File: config.mk
export PLATFORM = sky130hd
export DESIGN_NAME = cook_multi
export DESIGN_NICKNAME = d
export VERILOG_FILES = /design/src/rtl/cook_pkg.sv /design/src/rtl/cook_multi.sv
export SDC_FILE = /design/constraint.sdc
export NUM_CORES = 1
export LEC_CHECK = 0
export CORE_AREA = 5 5 42 44
export CTS_CLUSTER_SIZE = 40
export DETAILED_ROUTE_END_ITERATION = 10
export DIE_AREA = 0 0 47 49
export GPL_TIMING_DRIVEN = 0
export SLEW_MARGIN = 30
export SYNTH_ARGS = -nofsm -noshare
export SYNTH_HDL_FRONTEND = slang
export SYNTH_SLANG_ARGS = --single-unit
export TNS_END_PERCENT = 30
File: constraint.sdc
create_clock -name clk -period 1.4 [get_ports clk]
set_input_delay 0.42 -clock clk [delete_from_list [all_inputs] [get_ports clk]]
set_output_delay 0.42 -clock clk [all_outputs]
set_load 0.05 [all_outputs]
File: src/rtl/cook_pkg.sv
// Shared status encoding for the cooking controller and its downstream monitors.
package cook_pkg;

    // 2-bit status codes seen on the status output and by display/monitor logic.
    localparam logic [1:0] ST_COOK   = 2'b00;
    localparam logic [1:0] ST_FLIP   = 2'b01;
    localparam logic [1:0] ST_DONE   = 2'b10;
    localparam logic [1:0] ST_RUINED = 2'b11;

    // Controller state; encoding is identical to the published status codes
    // so the status output is the state register itself.
    typedef enum logic [1:0] {
        CS_COOK   = ST_COOK,
        CS_FLIP   = ST_FLIP,
        CS_DONE   = ST_DONE,
        CS_RUINED = ST_RUINED
    } cook_status_t;

endpackage

File: src/rtl/cook_multi.sv
// Multi-face cooking controller: counts heated cycles per face, requests a
// flip between faces with a bounded response window, and latches ruin.
module cook_multi
    import cook_pkg::*;
#(
    parameter int SIDES       = 2,
    parameter int COOK_CYCLES = 4,
    parameter int FLIP_WINDOW = 2
) (
    input  logic                             clk,
    input  logic                             reset,
    input  logic                             temp,
    input  logic                             flip,
    output logic [1:0]                       status,
    output logic                             need_flip,
    output logic                             done,
    output logic [$clog2(SIDES+1)-1:0]       sides_done,
    output logic [$clog2(COOK_CYCLES+1)-1:0] heat_cnt
);

    localparam int SW = $clog2(SIDES + 1);
    localparam int HW = $clog2(COOK_CYCLES + 1);
    // Window counter needs at least one bit even when FLIP_WINDOW is 1.
    localparam int WW = (FLIP_WINDOW > 1) ? $clog2(FLIP_WINDOW) : 1;

    localparam logic [HW-1:0] HEAT_LAST = HW'(COOK_CYCLES - 1);
    localparam logic [SW-1:0] SIDE_LAST = SW'(SIDES - 1);
    localparam logic [WW-1:0] WIN_LAST  = WW'(FLIP_WINDOW - 1);

    cook_status_t  state, state_nx;
    logic [SW-1:0] sides_nx;
    logic [HW-1:0] heat_nx;
    logic [WW-1:0] win, win_nx;

    // State and counter registers; reset clears everything without a clock.
    always_ff @(posedge clk or posedge reset) begin
        if (reset) begin
            state      <= CS_COOK;
            sides_done <= '0;
            heat_cnt   <= '0;
            win        <= '0;
        end else begin
            state      <= state_nx;
            sides_done <= sides_nx;
            heat_cnt   <= heat_nx;
            win        <= win_nx;
        end
    end

    // Next-state and counter updates; anything not updated holds, which
    // also freezes all counters once RUINED is reached.
    always_comb begin
        state_nx = state;
        sides_nx = sides_done;
        heat_nx  = heat_cnt;
        win_nx   = win;
        case (state)
            CS_COOK: begin
                if (flip) begin
                    state_nx = CS_RUINED;
                end else if (temp) begin
                    if (heat_cnt == HEAT_LAST) begin
                        sides_nx = sides_done + 1'b1;
                        heat_nx  = '0;
                        if (sides_done == SIDE_LAST) begin
                            state_nx = CS_DONE;
                        end else begin
                            state_nx = CS_FLIP;
                            win_nx   = '0;
                        end
                    end else begin
                        heat_nx = heat_cnt + 1'b1;
                    end
                end
            end
            CS_FLIP: begin
                if (temp) begin
                    state_nx = CS_RUINED;
                end else if (flip) begin
                    state_nx = CS_COOK;
                end else if (win < WIN_LAST) begin
                    win_nx = win + 1'b1;
                end else begin
                    state_nx = CS_RUINED;
                end
            end
            CS_DONE: begin
                if (temp) state_nx = CS_RUINED;
            end
            default: state_nx = CS_RUINED;
        endcase
    end

    assign status    = state;
    assign need_flip = (state == CS_FLIP);
    assign done      = (state == CS_DONE);

endmodule

==> results of run 1 <==
==> state kept, by name, indices dropped and copies added (netlist names) <==
register / count
heat_cnt: 3
sides_done: 2
status: 2
win: 1
==> cell usage in the layout, fill, tap and decap left out, types with 2 or more instances in the layout <==
| master | instances |
|---|---|
| o21ai_0 | 2 |
| inv_1 | 5 |
| nor2_1 | 2 |
| and2b_2 | 2 |
| nor3_1 | 3 |
| dfrtp_2 | 5 |
| buf_6 | 3 |
| clkdlybuf4s15_2 | 3 |
| nor2b_1 | 3 |
| dlygate4sd2_1 | 2 |
| a31oi_1 | 2 |
| buf_2 | 4 |
| buf_4 | 8 |
| clkbuf_4 | 3 |
| dfrtp_1 | 3 |
==> synth_stat cells <==
library cell	n	area [um^2]
dfrtp_1	8	200
inv_1	5	18.8
nor2b_1	4	25.0
nor3_1	3	15.0
a31oi_1	2	12.5
and2b_1	2	15.0
ha_1	2	25.0
nor2_1	2	7.51
o21ai_0	2	10.0
a2111oi_0	1	8.76
a211oi_1	1	7.51
a21boi_0	1	7.51
mux2_2	1	11.3
mux2i_1	1	10.0
nand2_2	1	6.26
nand3b_1	1	7.51
nor3b_1	1	7.51
nor4b_4	1	23.8
o22a_1	1	8.76
xnor2_1	1	8.76
==> how the worst min path moves through the flow <==
stage | from | to | depth (start not counted)
5_1_grt | reset | sides_done[0] | 2
4_1_cts | reset | heat_cnt[2] | 2
3_5_place_dp | sides_done[0] | sides_done[0] | 1
6_report | reset | heat_cnt[2] | 2
3_3_place_gp | sides_done[0] | sides_done[0] | 1
2_1_floorplan | reset | heat_cnt[2] | 1
==> report_power, final <==
part	internal [mW]	leakage (nW)	switching (mW)
Sequential	0.240	0.0872	0.00703
Combinational	0.0253	0.216	0.0404
Clock	0.110	0.0150	0.0879
Total	0.375	0.319	0.135
==> per-layer routing <==
metal	up-vias	part of all wire [%]	global-route usage [%]
met5	-	0	0
met1	175	49	13.9
met2	9	47	14.9
met4	0	0	2.76
met3	0	3.7	4.43
li1	196	-	-
==> critical path, cell delays in order, from the launching register on <==
cell	delay, ns
dfrtp_2	0.44
and2b_2	0.21
buf_6	0.15
==> repair_timing <==
action	CTS	global route
endpoints found under the setup margin	15	12
resized for setup	41	6
setup buffers	6	3
pin swaps	1	1
hold buffers	0	0
==> final cells by class <==
| type | instances | area [um^2] | area share, % |
|---|---|---|---|
| Multi-Input combinational cell | 28 | 249 | 35.8 |
| Sequential cell | 8 | 206 | 29.7 |
| Timing Repair Buffer | 21 | 175 | 25.2 |
| Clock buffer | 4 | 26.3 | 3.78 |
| Tap cell | 16 | 20.0 | 2.88 |
| Inverter | 5 | 18.8 | 2.70 |
==> cell families after synthesis <==
| logic type | share of synthesized area (%) |
|---|---|
| compound gates | 12.6 |
| xor+xnor | 2.01 |
| fa+ha+maj | 5.73 |
| buf+inv | 4.30 |
| flops | 45.8 |
| mux | 4.87 |
| simple gates | 24.6 |
==> metrics.md, run 1 <==
| Metric | Value |
|---|---|
| Outcome | `finished, violations left` |
| Failing checks | `negative setup slack` |
| Die height | `49 um` |
| Drt total wl | `between 1000 and 1500 um` |
| Fin crit period | `1.47 ns` |
| Layout Nets | `73` |
| Die area | `2300 um^2` |
| Worst reg2reg path endpoint | `heat_cnt[0]` |
| Share of cells above drive strength 1 | `51.5%` |
| Critical R2R Launch | `status[1]` |
| CTS sink cnt | `8` |
| Drt wl/cell | `12.9 um` |
| Seq/Total Area, Yosys | `45.8%` |
| Unrepaired setup endpoints after global routing | `true` |
| Crit path from | `status[1]` |
| Max cap viols | `0` |
| Final setup margin | `-0.0669 ns` |
| Dpl cell area | `between 600 and 700 um^2` |
| Netlist cell types | `20` |
| First-pass GRT wire length | `about 1700 um` |
| DR pass1 iterations | `3` |
| Initial DRC Count | `8` |
| Starting density of the core | `between 30% and 40%` |
| Max-slew headroom | `around 75%` |
| Drt via density | `around 4.6` |
| Fillers | `around 150` |
| Worst slack, placed | `-0.508 ns` |
| IO Pins | `13` |
| Synth warnings | `0` |
| Core Util, Final | `about half` |
| Worst setup SP type | `flip-flop` |
| #FFs+latches synth | `8` |
| GP Congestion | `0.623` |
| Worst ir drop on vdd | `roughly 0.00055 V` |
| Total number of vias | `380` |
| DPL Wire Length | `a little over 700 um` |
| CTS max path bufs | `2` |
| Least-Margin Pin Slew | `0.375 ns` |
| Critical path type | `reg2out` |
| Syn Inst Count | `approximately 40` |
| Placed Cells | `~70` |
| Tot GR Track Use | `10.3%` |
| CTS tree | `done` |
| Total grt overflow | `0` |
| Pwr per Cell Area | `733 nW/um^2` |
| Initial antenna violation count | `0` |
| Clk Latency, worst-skew pair | `0.25 ns` |
| P_leak | `0.319 nW` |
| Fmax | `0.682 GHz` |
| Critical path endpoint | `done` |
| Final Max Tran Viols | `0` |
| Row count | `14` |
| Fin crit share | `105%` |
| CTS clock-pin slew for the worst setup and hold paths | `about 0.060 ns` |
| Synthesized net count | `47` |
| Final hold vios | `0` |
| Remaining antenna violation count | `0` |
| H-tree depth | `1` |
| Placeable Area | `1400 um^2` |
| Max FO, Critical Path | `5` |
| Total Power | `between 0.5 and 0.6 mW` |
| Root Buffer | `clkbuf_4` |
| R2r setup slk | `0.01 ns` |
| R2R depth | `3` |
| Synthesized area per cell | `~11 um^2` |
| Antenna cells | `0` |
| # DRC | `0` |
| Final instance area | `around 700 um^2` |
| TritonCTS buffer count | `3` |
| Area delta synth->final | `59.3%` |
| CP arrival | `around 1.1 ns` |
| Setup Skew | `0.00439 ns` |
| Buffers on Ports | `12` |
| # setup viols final | `8` |
| Layout Cells excl Fill | `82` |
| Die Wd | `between 40 and 50 um` |
| Kind of end point of the critical path | `output port` |
| Largest net degree at the start of global routing | `9` |
| Hold Path Class | `in2async` |
| Cell Area, Synth | `between 400 and 500 um^2` |
| Number of global-route vias before repair | `~400` |
| Setup tns final | `-0.197 ns` |
| Worst hold slack | `0.412 ns` |
| Worst endpoint required time | `between 0.9 and 1 ns` |
Note: power is estimated with default switching activity, not from simulation.
==> run 2: changes to the inputs <==
RECOVER_POWER = 50   (was unset)
SLEW_MARGIN = 20   (was 30)
==> run 2 against run 1 <==
Compared with the run above:
- the flow still finishes with violations (negative setup slack)
- clock-buffer cell count stayed put
- critical path depth stayed put
- clock skew stayed put
- register-to-register slack hardly changed
- sequential cell count stayed put
- critical path type unchanged
- largest power group unchanged
- highest routed layer unchanged
==> metrics.md, run 2 (same netlist as run 1, synthesis figures left out) <==
| Metric | Value |
|---|---|
| First-pass GRT wire length | `1750 um` |
| Root Buffer | `clkbuf_4` |
| Met3 GRT Util | `4.43%` |
| Final setup margin | `-0.0669 ns` |
| Crit path from | `status[1]` |
| Drt total wl | `1060 um` |
| Outcome | `finished, violations left` |
| Total number of vias | `380` |
| Fin crit period | `roughly 1.5 ns` |
| P_leak | `between 0.3 and 0.4 nW` |
| Die area | `2300 um^2` |
| Met1 Track Usage GR | `between 10% and 20%` |
| Clk Latency, worst-skew pair | `about 0.25 ns` |
| Final Max Tran Viols | `0` |
| R2R depth | `3` |
| IO Pins | `13` |
| Worst setup SP type | `flip-flop` |
| Initial DRC Count | `8` |
| Fmax | `0.682 GHz` |
| Hold-fix buffers at CTS | `0` |
| Max FO, Critical Path | `5` |
| Worst ir drop on vdd | `0.000545 V` |
| Worst-path cell chain | `and2b_2 > buf_6` |
| Worst reg2reg path endpoint | `heat_cnt[0]` |
| Worst path depth | `2` |
| Row count | `14` |
| Remaining antenna violation count | `0` |
| Footprint of the multi-input gates | `249 um^2` |
| Starting density of the core | `31.2%` |
| Area delta synth->final | `59.3%` |
| Largest register FFs | `3` |
| TritonCTS buffer count | `3` |
| Most frequent cells in the layout | `buf_4 (8), inv_1 (5), dfrtp_2 (5), buf_2 (4)` |
| Reg area | `between 200 and 250 um^2` |
| Hold path depth | `1` |
| CTS tree | `done` |
| Slowest stage delay, CP | `~0.44 ns` |
| # setup viols final | `8` |
| Sequential power share | `about 48%` |
| CP arrival | `1.05 ns` |
| Share of cells above drive strength 1 | `about 52%` |
| Clock power share | `around two fifths` |
| Busiest grt layer | `met2` |
| Switching fraction of total power | `26.6%` |
| Total grt overflow | `0` |
| Placed Cells | `a little under 70` |
| Layout Nets | `73` |
| Met2 usage | `about 15%` |
| Hold Path Class | `reg2reg` |
| Largest delay contributor family on the critical path | `flip-flops` |
| Worst hold path endpoint | `sides_done[0]` |
| Fin crit share | `105%` |
| Number of global-route vias before repair | `between 300 and 400` |
| CTS sink cnt | `8` |
| Max cap viols | `0` |
| Critical path type | `reg2out` |
| Cell-internal power | `0.374 mW` |
| DR pass1 iterations | `3` |
| DPL Wire Length | `about 700 um` |
| CP bufs+invs | `1` |
| Pwr per Cell Area | `roughly 730 nW/um^2` |
| R2r setup slk | `around 0.01 ns` |
| Drt wl/cell | `around 13 um` |
| Initial antenna violation count | `0` |
| Biggest register | `heat_cnt` |
| Die height | `a little under 50 um` |
| Setup Skew | `roughly 0.0044 ns` |
| Least-Margin Pin Slew | `~0.37 ns` |
| # DRC | `0` |
| Layout Cells excl Fill | `between 80 and 90` |
| Antenna cells | `0` |
| Worst hold start | `sides_done[0]` |
| Most common cell after layout, fill and taps aside | `buf_4` |
| GP Congestion | `a little over 0.6` |
| Fillers | `around 150` |
| Unrepaired setup endpoints after global routing | `true` |
| Drt via density | `about 4.6` |
| Max-slew headroom | `75.0%` |
| Final hold vios | `0` |
| CTS clock-pin slew for the worst setup and hold paths | `~0.06 ns` |
| Failing checks | `negative setup slack` |
| Sw power | `~0.14 mW` |
| Core Util, Final | `about half` |
| CTS max path bufs | `2` |
| H-tree depth | `1` |
| Comb power frac | `~13%` |
| Tot GR Track Use | `10.3%` |
| Placeable Area | `1400 um^2` |
| Die Wd | `47 um` |
| Worst endpoint required time | `0.98 ns` |
| Critical-path top delay cell | `dfrtp_2` |
| Largest net degree at the start of global routing | `9` |
| Critical R2R Launch | `status[1]` |
| Kind of end point of the critical path | `output port` |
| Buffers on Ports | `12` |
[run 2: area by class of cell]
class / instances / share of cell area [%]
Multi-Input combinational cell: 28 / 35.8
Inverter: 5 / 2.70
Sequential cell: 8 / 29.7
Timing Repair Buffer: 21 / 25.2
Clock buffer: 4 / 3.78
Tap cell: 16 / 2.88
[run 2: worst register-to-register path: cells and delay by family, from the launching register on]
family,cells,cell delay (ns)
flops,1,0.44
mux,1,0.38
simple gates,1,0.30
buf+inv,1,0.16
[run 2: what timing repair did]
action	CTS	global route
hold endpoints to repair	0	0
pin swaps	1	1
setup endpoints to repair	15	12
gates resized for setup	41	6
setup buffers	6	3
[run 2: worst max path at each step]
stage,end,slack (ns)
CTS,done,-0.08
floorplan,win,-0.05
global placement,heat_cnt[0],-0.52
global route,done,-0.12
finish,done,-0.07
detailed placement,heat_cnt[0],-0.51
[run 2: stage by stage]
| stage | hold WS (ns) | setup WS (ns) | setup TNS (ns) | power, mW | area [um^2] |
|---|---|---|---|---|---|
| after floorplan | 0.235 | -0.0495 | -0.120 | 0.290 | 462 |
| after global placement | 0.479 | -0.518 | -4.99 | 0.318 | 602 |
| after detailed placement | 0.494 | -0.508 | -5.06 | 0.319 | 602 |
| after CTS | 0.424 | -0.0808 | -0.365 | 0.519 | 669 |
| after global routing | 0.521 | -0.121 | -0.703 | 0.546 | 696 |
| final | 0.500 | -0.0669 | -0.197 | 0.509 | 696 |
[run 2: power by group through the flow]
stage | sequential, mW | combinational (mW) | clock, mW
floorplan | 0.265 | 0.0248 | 0
global placement | 0.250 | 0.0678 | 0
detailed placement | 0.251 | 0.0687 | 0
CTS | 0.247 | 0.0655 | 0.207
global route | 0.248 | 0.0714 | 0.227
finish | 0.247 | 0.0651 | 0.197
[run 2: per-layer routing]
metal,share of wire (%),wire [um]
met1,49,518
met2,47,498
met3,3.7,39
met4,0,0
met5,0,0
==> run 3: changes to the inputs <==
CTS_BUF_LIST = sky130_fd_sc_hd__clkbuf_2   (was unset)
==> run 3 against run 2 <==
Compared with the run above:
- cell count unchanged
- clock skew up 0.0038 ns
- the flow still finishes with violations (negative setup slack)
- die area unchanged
- via count up 2.4%
- fmax about the same
- clock-buffer cell count unchanged
- register-to-register slack about the same
- first-iteration DRC count up 13%
- clock power down 16%
- worst setup slack worse by 0.0010 ns
- critical path type unchanged
==> metrics.md, run 3 (same netlist as run 1, synthesis figures left out) <==
| Metric | Value |
|---|---|
| CP arrival | `1.05 ns` |
| First-pass GRT wire length | `1730 um` |
| Largest register FFs | `3` |
| Die area | `2300 um^2` |
| Share of cells above drive strength 1 | `between 50% and 60%` |
| DR pass1 iterations | `3` |
| Least-Margin Pin Slew | `between 0.3 and 0.4 ns` |
| Max-slew headroom | `roughly three quarters` |
| Largest delay contributor family on the critical path | `flip-flops` |
| CTS tree | `done` |
| Kind of end point of the critical path | `output port` |
| Total grt overflow | `0` |
| Placed Cells | `a little under 70` |
| Reg area | `between 200 and 250 um^2` |
| Fin crit period | `about 1.5 ns` |
| CTS sink cnt | `8` |
| CTS clock-pin slew for the worst setup and hold paths | `about 0.1 ns` |
| Dpl cell area | `roughly 600 um^2` |
| Worst slack, placed | `-0.508 ns` |
| Worst setup SP type | `flip-flop` |
| CTS max path bufs | `2` |
| Outcome | `finished, violations left` |
| Buffers on Ports | `12` |
| Area delta synth->final | `57.9%` |
| IO Pins | `13` |
| Slowest stage delay, CP | `between 0.4 and 0.5 ns` |
| Critical-path top delay cell | `dfrtp_2` |
| P_leak | `between 0.3 and 0.4 nW` |
| # setup viols final | `8` |
| Layout Cells excl Fill | `between 80 and 90` |
| # DRC | `0` |
| H-tree depth | `1` |
| Die height | `49 um` |
| Row count | `14` |
| Drt wl/cell | `12.9 um` |
| DPL Wire Length | `707 um` |
| Worst-path cell chain | `and2b_2 > buf_6` |
| Failing checks | `negative setup slack` |
| Unrepaired setup endpoints after global routing | `true` |
| Total Power | `around 0.48 mW` |
| Layout Nets | `between 70 and 80` |
| Antenna cells | `0` |
| Most common cell after layout, fill and taps aside | `buf_4` |
| Final Max Tran Viols | `0` |
| Worst hold slack | `between 0.5 and 0.6 ns` |
| Remaining antenna violation count | `0` |
| Worst endpoint required time | `0.98 ns` |
| Max FO, Critical Path | `5` |
| Hold Path Class | `reg2reg` |
| Worst ir drop on vdd | `about 0.00048 V` |
| Footprint of the multi-input gates | `roughly 250 um^2` |
| Die Wd | `47 um` |
| Final setup margin | `-0.0679 ns` |
| Starting density of the core | `31.2%` |
| Drt via density | `approximately 4.7` |
| Fmax | `slightly below 0.7 GHz` |
| Total number of vias | `approximately 390` |
| Final instance area | `689 um^2` |
| Hold-fix buffers at CTS | `0` |
| Max cap viols | `0` |
| Placeable Area | `around 1400 um^2` |
| Root Buffer | `clkbuf_2` |
| Final hold vios | `0` |
| Pwr per Cell Area | `approximately 700 nW/um^2` |
| Most frequent cells in the layout | `buf_4 (8), inv_1 (5), dfrtp_2 (5), clkbuf_2 (4), buf_2 (4)` |
| Biggest register | `heat_cnt` |
| GP Congestion | `0.623` |
| Tot GR Track Use | `10.2%` |
| Number of global-route vias before repair | `just under 400` |
| Clk Latency, worst-skew pair | `around 0.24 ns` |
| Fillers | `around 160` |
| Initial DRC Count | `9` |
| Initial antenna violation count | `0` |
| Drt total wl | `roughly 1100 um` |
| TritonCTS buffer count | `3` |
| Critical path type | `reg2out` |
| Fin crit share | `105%` |
| Largest net degree at the start of global routing | `9` |
| CP bufs+invs | `1` |
| Setup Skew | `approximately 0.0082 ns` |
-- run 3: changes by cell type in the layout (fill, tap and decap cells not counted) --
cell | previous run | this run
clkbuf_2 | 0 | 4
clkbuf_4 | 3 | 0
clkbuf_1 | 1 | 0
-- run 3: area by class of cell --
cell class / count / share of cell area, %
Tap cell: 16 / 2.90
Multi-Input combinational cell: 28 / 36.1
Timing Repair Buffer: 21 / 25.4
Sequential cell: 8 / 29.9
Clock buffer: 4 / 2.90
Inverter: 5 / 2.72
-- run 3: report_power, final --
group	switching [mW]	internal, mW	total, mW
registers	0.00686	0.239	0.246
clock network	0.0898	0.0759	0.166
logic	0.0404	0.0247	0.0651
-- run 3: worst paths after layout --
kind	start	to	slack, ns	cells past startpoint
max	status[1]	done	-0.07	2
min	sides_done[0]	sides_done[0]	0.51	1
max reg2reg	status[1]	heat_cnt[0]	0	3
min reg2reg	sides_done[0]	sides_done[0]	0.51	1
max in group asynchronous	reset	status[0]	0.59	2
min in group asynchronous	reset	sides_done[0]	0.55	2
-- run 3: through the flow --
stage	TNS (ns)	util, %
after global placement	-4.99	42.9
final	-0.224	49.2
after global routing	-0.805	49.2
after detailed placement	-5.06	42.9
after CTS	-0.412	47.3
after floorplan	-0.120	-
-- run 3: per-layer routing --
| metal | routed length [um] | track usage (%) | part of all wire [%] |
|---|---|---|---|
| met5 | 0 | 0 | 0 |
| met4 | 4 | 2.76 | 0.38 |
| met2 | 492 | 14.5 | 46 |
| met1 | 496 | 13.5 | 47 |
| met3 | 66 | 5.17 | 6.2 |
-- run 3: what timing repair did --
item,in CTS,in global routing
pin swaps,1,1
endpoints found under the setup margin,15,13
hold endpoints to repair,0,0
buffers inserted,6,3
gates resized for setup,41,6
